--- src/rtl/vga_fb_arbiter.sv ---
// -----------------------------------------------------------------------------
// vga_fb_arbiter
//
// Purpose
//   Shares one single-port pixel frame-buffer RAM between VGA scan-out and a
//   host port. It sits next to the VGA timing generator and uses that block's
//   CounterX/CounterY. Scan-out always has priority. One pixel is fetched per
//   clock, one cycle ahead of the visible area, so that pixel_valid lines up
//   exactly with the display window. The host gets the RAM only in cycles
//   with no display fetch.
//
// Optional feature
//   VGA_FB_STALL_CNT_EN : when defined, adds output host_stall_cnt[15:0].
//                         This is a saturating count of the cycles in which
//                         the host was requesting but was not granted.
//
// Ports
//   clk          in   1       system / pixel clock
//   rst_n        in   1       synchronous reset, active low
//   vga_x        in   10      CounterX from the VGA timing module
//   vga_y        in   10      CounterY from the VGA timing module
//   host_req     in   1       host access request (held until host_gnt)
//   host_we      in   1       1 = write, 0 = read
//   host_addr    in   ADDR_W  host pixel address
//   host_wdata   in   PIX_W   host write data
//   host_gnt     out  1       access accepted this cycle (combinational)
//   host_rvalid  out  1       host read data valid
//   host_rdata   out  PIX_W   host read data (holds its last value)
//   mem_en       out  1       RAM enable (combinational)
//   mem_we       out  1       RAM write enable
//   mem_addr     out  ADDR_W  RAM address
//   mem_wdata    out  PIX_W   RAM write data
//   mem_rdata    in   PIX_W   RAM read data, 1 cycle after mem_en
//   pixel_valid  out  1       pixel_data valid (equals the display area)
//   pixel_data   out  PIX_W   pixel for the current CounterX/CounterY
//   host_stall_cnt out 16     (VGA_FB_STALL_CNT_EN only) host stall cycles
// -----------------------------------------------------------------------------
module vga_fb_arbiter #(
  parameter int H_START  = 64,   // first visible CounterX value (must be >= 1)
  parameter int H_ACTIVE = 640,  // visible pixels per line
  parameter int V_START  = 16,   // first visible CounterY value
  parameter int V_ACTIVE = 480,  // visible lines per frame
  parameter int PIX_W    = 24,   // pixel width, LSB byte = blue
  parameter int ADDR_W   = 19    // 2**ADDR_W >= H_ACTIVE*V_ACTIVE
) (
  input  logic              clk,
  input  logic              rst_n,
  input  logic [9:0]        vga_x,
  input  logic [9:0]        vga_y,
  input  logic              host_req,
  input  logic              host_we,
  input  logic [ADDR_W-1:0] host_addr,
  input  logic [PIX_W-1:0]  host_wdata,
  output logic              host_gnt,
  output logic              host_rvalid,
  output logic [PIX_W-1:0]  host_rdata,
  output logic              mem_en,
  output logic              mem_we,
  output logic [ADDR_W-1:0] mem_addr,
  output logic [PIX_W-1:0]  mem_wdata,
  input  logic [PIX_W-1:0]  mem_rdata,
  output logic              pixel_valid,
  output logic [PIX_W-1:0]  pixel_data
`ifdef VGA_FB_STALL_CNT_EN
  ,
  output logic [15:0]       host_stall_cnt
`endif
);

  // ---------------------------------------------------------------------------
  // Fetch window. Compare in 11 bits so that windows that reach the top of
  // the 10-bit counter range cannot overflow.
  // The window starts one pixel early because the RAM read takes one cycle.
  // ---------------------------------------------------------------------------
  localparam logic [10:0] X_FIRST = 11'(H_START - 1);
  localparam logic [10:0] X_LAST  = 11'(H_START + H_ACTIVE - 2);
  localparam logic [10:0] Y_FIRST = 11'(V_START);
  localparam logic [10:0] Y_LAST  = 11'(V_START + V_ACTIVE - 1);

  // Last linear address of the frame. The scan address stops here.
  localparam logic [ADDR_W-1:0] FB_LAST = ADDR_W'(H_ACTIVE * V_ACTIVE - 1);

  logic              x_in_window;
  logic              y_in_window;
  logic              fetch_en;
  logic              host_rd_grant;

  logic [ADDR_W-1:0] fb_addr_reg;
  logic [ADDR_W-1:0] fb_addr_next;
  logic              disp_pend_reg;
  logic              host_pend_reg;
  logic [PIX_W-1:0]  pixel_hold_reg;
  logic [PIX_W-1:0]  rdata_hold_reg;

  assign x_in_window = ({1'b0, vga_x} >= X_FIRST) && ({1'b0, vga_x} <= X_LAST);
  assign y_in_window = ({1'b0, vga_y} >= Y_FIRST) && ({1'b0, vga_y} <= Y_LAST);
  assign fetch_en    = x_in_window && y_in_window;

  // ---------------------------------------------------------------------------
  // RAM port mux. Scan-out has absolute priority. The host port sees the RAM
  // only when no fetch is needed. The mux is gated with rst_n so that every
  // output is low while reset is asserted, even inside the fetch window.
  // ---------------------------------------------------------------------------
  always_comb begin
    host_gnt      = 1'b0;
    host_rd_grant = 1'b0;
    mem_en        = 1'b0;
    mem_we        = 1'b0;
    mem_addr      = '0;
    mem_wdata     = '0;
    if (rst_n) begin
      if (fetch_en) begin
        mem_en   = 1'b1;
        mem_addr = fb_addr_reg;
      end else if (host_req) begin
        host_gnt      = 1'b1;
        host_rd_grant = ~host_we;
        mem_en        = 1'b1;
        mem_we        = host_we;
        mem_addr      = host_addr;
        mem_wdata     = host_wdata;
      end
    end
  end

  // ---------------------------------------------------------------------------
  // Linear scan address. It clears on line 0 of every frame and advances by
  // one per fetch, so no x*H_ACTIVE product is needed. It stops at the last
  // frame address instead of wrapping. This means a timing source that emits
  // extra lines can never alias back onto pixel 0.
  // ---------------------------------------------------------------------------
  always_comb begin
    fb_addr_next = fb_addr_reg;
    if (vga_y == 10'd0) begin
      fb_addr_next = '0;
    end else if (fetch_en && (fb_addr_reg != FB_LAST)) begin
      fb_addr_next = fb_addr_reg + 1'b1;
    end
  end

  always_ff @(posedge clk) begin
    if (!rst_n) begin
      fb_addr_reg   <= '0;
      disp_pend_reg <= 1'b0;
      host_pend_reg <= 1'b0;
    end else begin
      fb_addr_reg   <= fb_addr_next;
      disp_pend_reg <= fetch_en;
      host_pend_reg <= host_rd_grant;
    end
  end

  // ---------------------------------------------------------------------------
  // Read return. The pend flags are the registered valids. In the cycle
  // after an access they select the live RAM output. The result is one cycle
  // of total latency: a fetch at H_START-1 shows up at H_START. Once the
  // flag drops, the hold registers keep the last returned word on the data
  // outputs. disp_pend and host_pend can never both be set, because a cycle
  // either fetches or grants the host, never both.
  // ---------------------------------------------------------------------------
  always_ff @(posedge clk) begin
    if (!rst_n) begin
      pixel_hold_reg <= '0;
      rdata_hold_reg <= '0;
    end else begin
      if (disp_pend_reg) begin
        pixel_hold_reg <= mem_rdata;
      end
      if (host_pend_reg) begin
        rdata_hold_reg <= mem_rdata;
      end
    end
  end

  // The outputs are also gated with rst_n. A read that is in flight when
  // reset asserts is therefore never reported.
  always_comb begin
    pixel_valid = 1'b0;
    pixel_data  = '0;
    host_rvalid = 1'b0;
    host_rdata  = '0;
    if (rst_n) begin
      pixel_valid = disp_pend_reg;
      pixel_data  = disp_pend_reg ? mem_rdata : pixel_hold_reg;
      host_rvalid = host_pend_reg;
      host_rdata  = host_pend_reg ? mem_rdata : rdata_hold_reg;
    end
  end

`ifdef VGA_FB_STALL_CNT_EN
  // ---------------------------------------------------------------------------
  // Host stall counter. It counts the cycles in which the host waits behind
  // scan-out. It restarts at the top-left of every frame, so software can
  // read a per-frame figure.
  // ---------------------------------------------------------------------------
  logic [15:0] stall_cnt_reg;
  logic [15:0] stall_cnt_next;

  always_comb begin
    stall_cnt_next = stall_cnt_reg;
    if ((vga_y == 10'd0) && (vga_x == 10'd0)) begin
      stall_cnt_next = '0;
    end else if (host_req && !host_gnt && (stall_cnt_reg != 16'hFFFF)) begin
      stall_cnt_next = stall_cnt_reg + 16'd1;
    end
  end

  always_ff @(posedge clk) begin
    if (!rst_n) begin
      stall_cnt_reg <= '0;
    end else begin
      stall_cnt_reg <= stall_cnt_next;
    end
  end

  assign host_stall_cnt = stall_cnt_reg;
`endif

endmodule

--- config.mk ---
export PLATFORM = sky130hd
export DESIGN_NAME = vga_fb_arbiter
export DESIGN_NICKNAME = d
export VERILOG_FILES = /design/src/rtl/vga_fb_arbiter.sv
export SDC_FILE = /design/constraint.sdc
export NUM_CORES = 1
export LEC_CHECK = 0
export CAP_MARGIN = 10
export CORE_MARGIN = 5
export CORE_UTILIZATION = 39
export DETAILED_ROUTE_END_ITERATION = 8
export GPL_ROUTABILITY_DRIVEN = 0
export PLACE_DENSITY = 0.8
export SYNTH_ARGS = -nofsm -noshare
export SYNTH_HDL_FRONTEND = slang
export SYNTH_SLANG_ARGS = --single-unit
--- constraint.sdc ---
create_clock -name clk -period 2.4 [get_ports clk]
set_clock_uncertainty 0.1 [all_clocks]
set_input_delay 0.24 -clock clk [delete_from_list [all_inputs] [get_ports clk]]
set_output_delay 0.24 -clock clk [all_outputs]
set_load 0.05 [all_outputs]
==> results of run 1 <==
## cells in the mapped netlist (all sizes together)
library cell  count  area [µm²]
a21o              1        7.51
a21oi            35         194
a2bb2oi           1        15.0
a311oi            1        8.76
a31oi             1        21.3
a41o              1        10.0
and2             27         169
and3              6        37.5
and4              2        17.5
buf              17         138
clkbuf           13        48.8
dfxtp            69        1380
ha                1        12.5
inv               4        15.0
mux2i            49         490
nand2            30         113
nand2b            1        6.26
nand3            28         140
nand4             6        52.6
nand4bb           1        11.3
nor2             56         213
nor2b             1        6.26
nor3              1        5.00
nor3b             1        7.51
nor4              3        25.0
o211ai            1        7.51
o21ai             5        25.0
o31ai            12        90.1
or3               4        25.0
or4              16         143
## what timing repair did
action | 4_1_cts | 5_1_grt
buffers inserted | 8 | 2
setup endpoints to repair | 46 | 36
cloned | 5 | 0
hold buffers | 0 | 0
resized for setup | 60 | 9
pin swaps | 24 | 7
## through the flow
| step | setup TNS, ns | cells | area, µm² |
|---|---|---|---|
| 5_1_grt | 0 | 703 | 6390 |
| 6_report | 0 | 703 | 6390 |
| 3_3_place_gp | -4.81 | 676 | 5860 |
| 3_5_place_dp | -7.53 | 676 | 5860 |
| 4_1_cts | -0.215 | 705 | 6430 |
| 2_1_floorplan | 0 | 394 | 3510 |
## path summary, 6_finish.rpt
kind | startpoint | to | slack [ns] | cells after the start
worst max-delay path | vga_y[8] | mem_addr[6] | 0.09 | 10
worst min-delay path | host_we | host_pend_reg | 0.42 | 2
worst max register to register | fb_addr_reg[0] | fb_addr_reg[11] | 0.32 | 6
worst min register to register | rdata_hold_reg[18] | rdata_hold_reg[18] | 0.42 | 2
## layout make-up
type / instances / area (µm²)
clock buffer: 10 / 138
inverter: 4 / 15.0
fill: 609 / 2250
tap: 108 / 135
sequential: 69 / 1380
multi-input combinational: 291 / 2060
clock inverter: 6 / 93.8
timing repair buffer: 215 / 2560
## report_power, final
part / internal (W) / switching [W]
clock: 0.000621 / 0.000456
sequential: 0.00118 / 0.0000113
combinational: 0.000430 / 0.000463
## critical path: stages
cell	delay, ns
sky130_fd_sc_hd__dlygate4sd2_1	0.24
sky130_fd_sc_hd__or4_4	0.44
sky130_fd_sc_hd__a2bb2oi_4	0.17
sky130_fd_sc_hd__nand4_4	0.09
sky130_fd_sc_hd__buf_6	0.14
sky130_fd_sc_hd__buf_12	0.10
sky130_fd_sc_hd__buf_16	0.10
sky130_fd_sc_hd__nand3_1	0.10
sky130_fd_sc_hd__a21oi_2	0.19
sky130_fd_sc_hd__buf_12	0.15
## routing by layer
layer	vias up	wire [µm]
met4	0	193
met1	1733	5020
met5	-	0
met3	14	930
met2	179	6510
li1	1809	-
## kinds of logic after synthesis
group	after synthesis
adders and majority gates	1
AOI/OAI and AO/OA	58
muxes	49
buffers and inverters	34
and+or+nand+nor	183
DFF	69
==> reports/results.md, run 1 <==
| Result | Value |
| --- | --- |
| Total iterations of the first detailed-routing run | 4 |
| Worst setup margin | 0.0855 ns |
| WL/cell | 18.0 µm |
| Site Rows | 34 |
| Antenna violations before repair | 0 |
| Met1 demand-to-capacity share in global routing | 26.9% |
| Leak Pwr | 2.47 nW |
| Initial standard-cell utilization of the core | 39.8% |
| Average vias per placed instance | 5.31 |
| DIE AREA | 10800 µm² |
| Final core utilization | 74.0% |
| Final antenna diode count | 0 |
| Simple-gate portion of the synthesized area | 28.3% |
| Synth Area in XOR/XNOR | 0% |
| Synthesized-area fraction occupied by ao, oa, aoi and oai cells | 11.0% |
| Count of unique library cells instantiated by Yosys | 40 |
| Remaining number of nets flagged by the antenna check after routing | 0 |
| Launching element type of the critical path | primary input |
| Half-perimeter wire length after detailed placement | 9140 µm |
| Die Wd | 104 µm |
| Warnings from Yosys | 0 |
| Total global routing track utilization | 22.9% |
| Peak ir drop on the vdd network | 0.319 mV |
| Synthesis-stage register bit count | 69 |
| CTS sink cnt | 69 |
| Register area share after synthesis | 40.2% |
| Status | finished, final reports clean |
| Count of H-tree levels built during CTS | 3 |
| Number of DRC markers after the initial detailed-route iteration | 146 |
| Minimum period implied by the final worst setup slack | 2.31 ns |
| Max Fanout on Critical Path | 5 |
| Via count of the first global-routing pass | 3781 |
| Detailed-route via count | 3735 |
| Io pins | 187 |
| Most used routing layer in global routing | met2 |
| Final Max Slew Viols | 0 |
| Skew-Pair Late Insertion Delay | 0.34 ns |
| CTS tree | built |
| Clock edge transition at the registers on the reported setup and hold paths | 0.07 ns |
| Cells after Synth | 394 |
| Layout cell share with drive strength beyond 1 | 36.6% |
| Total of endpoints with negative setup slack in the final report | 0 |
| Buffer depth of the longest clock path | 2 |
| Worst setup slack after placement | -0.187 ns |
| Number of max-capacitance violations reported | 0 |
| Netlist area before placement | 3440 µm² |
| Library cell used as clock root buffer | sky130_fd_sc_hd__clkbuf_8 |
| GR Layer Usage met2 | 40.6% |
| Period Utilization, post-route | 96.4% |
| Leftover overflow at the end of global routing | 0 |
| Total power consumption of the routed design | 0.00316 W |
| Measured slew at the worst slew-check pin | 0.549 ns |
| Endpoint type of the worst setup path | output pin |
| Number of hold violations in the final report | 0 |
| Max transition margin | 63.3% |
| Wirelength, routed | 12600 µm |
| Proportion of synthesized area in mux cells | 14.3% |
| Path type of the worst min-delay path | primary input to flip-flop |
| Most common library cell in the layout ignoring fill and taps | sky130_fd_sc_hd__clkdlybuf4s50_1 |
| PD cells | 494 nW/µm² |
| Synthesized-area fraction occupied by adder cells | 0.364% |
| Input/output buffers | 186 |
| Area of the core | 8640 µm² |
| Largest family of logic cells by synthesized area | simple AND/OR/NAND/NOR gates |
| Met3 track utilization from global routing | 6.27% |
| Category of the most critical setup path | primary input to output pin |
| WHS | 0.418 ns |
| Height of the die | 104 µm |
| Unrepaired setup endpoints after global routing | no |
| Most used cells in the layout excluding fill and tap cells | sky130_fd_sc_hd__clkdlybuf4s50_1 (75), sky130_fd_sc_hd__dfxtp_1 (69), sky130_fd_sc_hd__buf_4 (65) |
| Required arrival time at the worst endpoint | 2.06 ns |
| Global-route wire length before repair | 20300 µm |
| Synthesized area per cell | 8.72 µm² |
| Synthesized Nets | 486 |
| Data arrival time of the critical path | 1.97 ns |
| P&R area growth vs syn | 85.9% |
| TritonCTS Buffers | 9 |
| DRC errors left | 0 |
| Layout net count | 682 |
| Achievable clock frequency | 0.432 GHz |
| Largest net degree at the start of global routing | 49 |
No activity file was read; power rests on OpenSTA's default activity.
==> run 2: changes to the inputs <==
--- a/config.mk
+++ b/config.mk
@@ -11,6 +11,7 @@
 export DETAILED_ROUTE_END_ITERATION = 8
 export GPL_ROUTABILITY_DRIVEN = 0
 export PLACE_DENSITY = 0.8
+export REMOVE_ABC_BUFFERS = 1
 export SYNTH_ARGS = -nofsm -noshare
 export SYNTH_HDL_FRONTEND = slang
 export SYNTH_SLANG_ARGS = --single-unit
==> reports/results.md, run 2 (synthesized netlist as in run 1, its figures left out) <==
| Result | Value |
| --- | --- |
| Number of DRC markers after the initial detailed-route iteration | 168 |
| Most common library cell in the layout ignoring fill and taps | sky130_fd_sc_hd__clkdlybuf4s50_1 |
| Worst setup margin | 0.0757 ns |
| Buffer depth of the longest clock path | 2 |
| Number of cells after detailed placement | 677 |
| Max transition margin | 52.4% |
| Worst setup startpoint | vga_y[6] |
| Count of H-tree levels built during CTS | 3 |
| Met3 track utilization from global routing | 5.40% |
| Site Rows | 34 |
| Most used routing layer in global routing | met2 |
| Leak Pwr | 2.45 nW |
| Leftover overflow at the end of global routing | 0 |
| Number of hold violations in the final report | 0 |
| Peak ir drop on the vdd network | 0.300 mV |
| Unrepaired setup endpoints after global routing | no |
| Non-filler cells in the finished layout | 699 |
| Setup crit end | mem_wdata[4] |
| Total of endpoints with negative setup slack in the final report | 0 |
| Via count of the first global-routing pass | 3865 |
| Hold-fix buffers at CTS | 0 |
| WHS | 0.411 ns |
| Worst setup slack after placement | -0.160 ns |
| Post-route standard cell area excluding fillers | 6300 µm² |
| Met1 demand-to-capacity share in global routing | 26.5% |
| WL/cell | 18.0 µm |
| Total iterations of the first detailed-routing run | 4 |
| Path type of the worst min-delay path | flip-flop to flip-flop |
| Layout cell share with drive strength beyond 1 | 34.7% |
| Height of the die | 104 µm |
| CTS sink cnt | 69 |
| Most used cells in the layout excluding fill and tap cells | sky130_fd_sc_hd__clkdlybuf4s50_1 (77), sky130_fd_sc_hd__dfxtp_1 (69), sky130_fd_sc_hd__buf_4 (61) |
| DIE AREA | 10800 µm² |
| Half-perimeter wire length after detailed placement | 9090 µm |
| Layout net count | 678 |
| Initial standard-cell utilization of the core | 39.8% |
| Setup slack on the worst flop-to-flop path | 0.25 ns |
| Final antenna diode count | 0 |
| Io pins | 187 |
| Largest net degree at the start of global routing | 39 |
| DRC errors left | 0 |
| CTS tree | built |
| GR Layer Usage met2 | 40.9% |
| Total global routing track utilization | 22.6% |
| Period Utilization, post-route | 96.8% |
| Required arrival time at the worst endpoint | 2.06 ns |
| Minimum period implied by the final worst setup slack | 2.32 ns |
| Critical path cell sequence | clkdlybuf4s15_1, or4_4, a2bb2oi_4, nand4_4, and3_4, buf_6, buf_16, and2_4, buf_12 |
| Global-route wire length before repair | 20200 µm |
| Max Fanout on Critical Path | 7 |
| Slowest library cell on the worst path | sky130_fd_sc_hd__or4_4 |
| Data arrival time of the critical path | 1.98 ns |
| Worst R2R End | fb_addr_reg[5] |
| Category of the most critical setup path | primary input to output pin |
| Final Max Slew Viols | 0 |
| Antenna violations before repair | 0 |
| Measured slew at the worst slew-check pin | 0.714 ns |
| Area of the core | 8640 µm² |
| Wirelength, routed | 12600 µm |
| Detailed-route via count | 3687 |
| Clock edge transition at the registers on the reported setup and hold paths | 0.07 ns |
| Die Wd | 104 µm |
| Number of max-capacitance violations reported | 0 |
| Maximum cell stage delay along the critical path | 0.51 ns |
| Average vias per placed instance | 5.27 |
| Status | finished, final reports clean |
| TritonCTS Buffers | 9 |
| Skew-Pair Late Insertion Delay | 0.32 ns |
| P&R area growth vs syn | 83.3% |
| Library cell used as clock root buffer | sky130_fd_sc_hd__clkbuf_8 |
| Cell depth of the worst flop-to-flop path | 6 |
| Critical R2R Launch | fb_addr_reg[0] |
| Achievable clock frequency | 0.430 GHz |
| Input/output buffers | 186 |
| Launching element type of the critical path | primary input |
| Placed Instance Area | 5820 µm² |
| Remaining number of nets flagged by the antenna check after routing | 0 |
| Endpoint type of the worst setup path | output pin |
| PD cells | 477 nW/µm² |
[run 2: cell types whose count changed in the layout (fill, tap and decap cells not counted), sizes merged]
cell,change
bufbuf,-1
clkdlybuf4s15,+1
dlymetal6s2s,+4
bufinv,-1
clkinv,+2
dlygate4sd2,-6
clkbuf,-1
clkdlybuf4s50,+2
buf,-4
[run 2: stage by stage]
stage | util, % | setup TNS [ns] | total power (W)
after global placement | 67.4 | -4.26 | 0.00202
after global routing | 72.9 | 0 | 0.00311
after detailed placement | 67.4 | -5.19 | 0.00203
after floorplan | - | -16.68 | 0.00159
after CTS | 72.7 | 0 | 0.00301
final | 72.9 | 0 | 0.00300
[run 2: worst min-delay path by stage]
stage / start / end / slack (ns) / cells past startpoint
6_report: fb_addr_reg[18] / fb_addr_reg[18] / 0.41 / 2
5_1_grt: host_we / host_pend_reg / 0.44 / 2
4_1_cts: host_we / host_pend_reg / 0.37 / 2
3_5_place_dp: fb_addr_reg[18] / fb_addr_reg[18] / 0.40 / 2
3_3_place_gp: fb_addr_reg[18] / fb_addr_reg[18] / 0.38 / 2
2_1_floorplan: host_we / host_pend_reg / 0.21 / 1
[run 2: timing repair]
| item | 4_1_cts | 5_1_grt |
|---|---|---|
| gates cloned | 3 | 0 |
| resized for setup | 62 | 12 |
| setup endpoints to repair | 46 | 31 |
| pin swaps | 11 | 7 |
| setup buffers | 4 | 0 |
[run 2: layer usage]
layer	vias to the layer above	part of all wire, %
li1	1784	-
met1	1727	38
met2	152	53
met3	24	7.0
met4	0	2.2
met5	-	0
[run 2: layout make-up]
class | count | area (µm²)
clock inverter | 7 | 73.8
tap | 108 | 135
inverter | 4 | 15.0
timing repair buffer | 211 | 2550
fill | 607 | 2340
sequential | 69 | 1380
clock buffer | 9 | 124
multi-input combinational | 291 | 2020
[run 2: critical path: cells and delay by family]
family	cells	cell delay [ns]
and+or+nand+nor	4	1.00
buffers and inverters	4	0.57
AOI/OAI and AO/OA	1	0.17
[run 2: report_power, final]
| part | internal [W] | switching (W) | leakage, nW |
|---|---|---|---|
| clock network | 0.000483 | 0.000454 | 0.0996 |
| logic | 0.000417 | 0.000458 | 1.79 |
| registers | 0.00118 | 0.0000137 | 0.560 |
| total | 0.00208 | 0.000925 | 2.45 |
==> run 3: changes to the inputs <==
--- a/config.mk
+++ b/config.mk
@@ -12,6 +12,7 @@
 export GPL_ROUTABILITY_DRIVEN = 0
 export PLACE_DENSITY = 0.8
 export REMOVE_ABC_BUFFERS = 1
+export SLEW_MARGIN = 20
 export SYNTH_ARGS = -nofsm -noshare
 export SYNTH_HDL_FRONTEND = slang
 export SYNTH_SLANG_ARGS = --single-unit
==> results of run 3 <==
No change in the layout: final DEF, timing and power equal those of run 2.
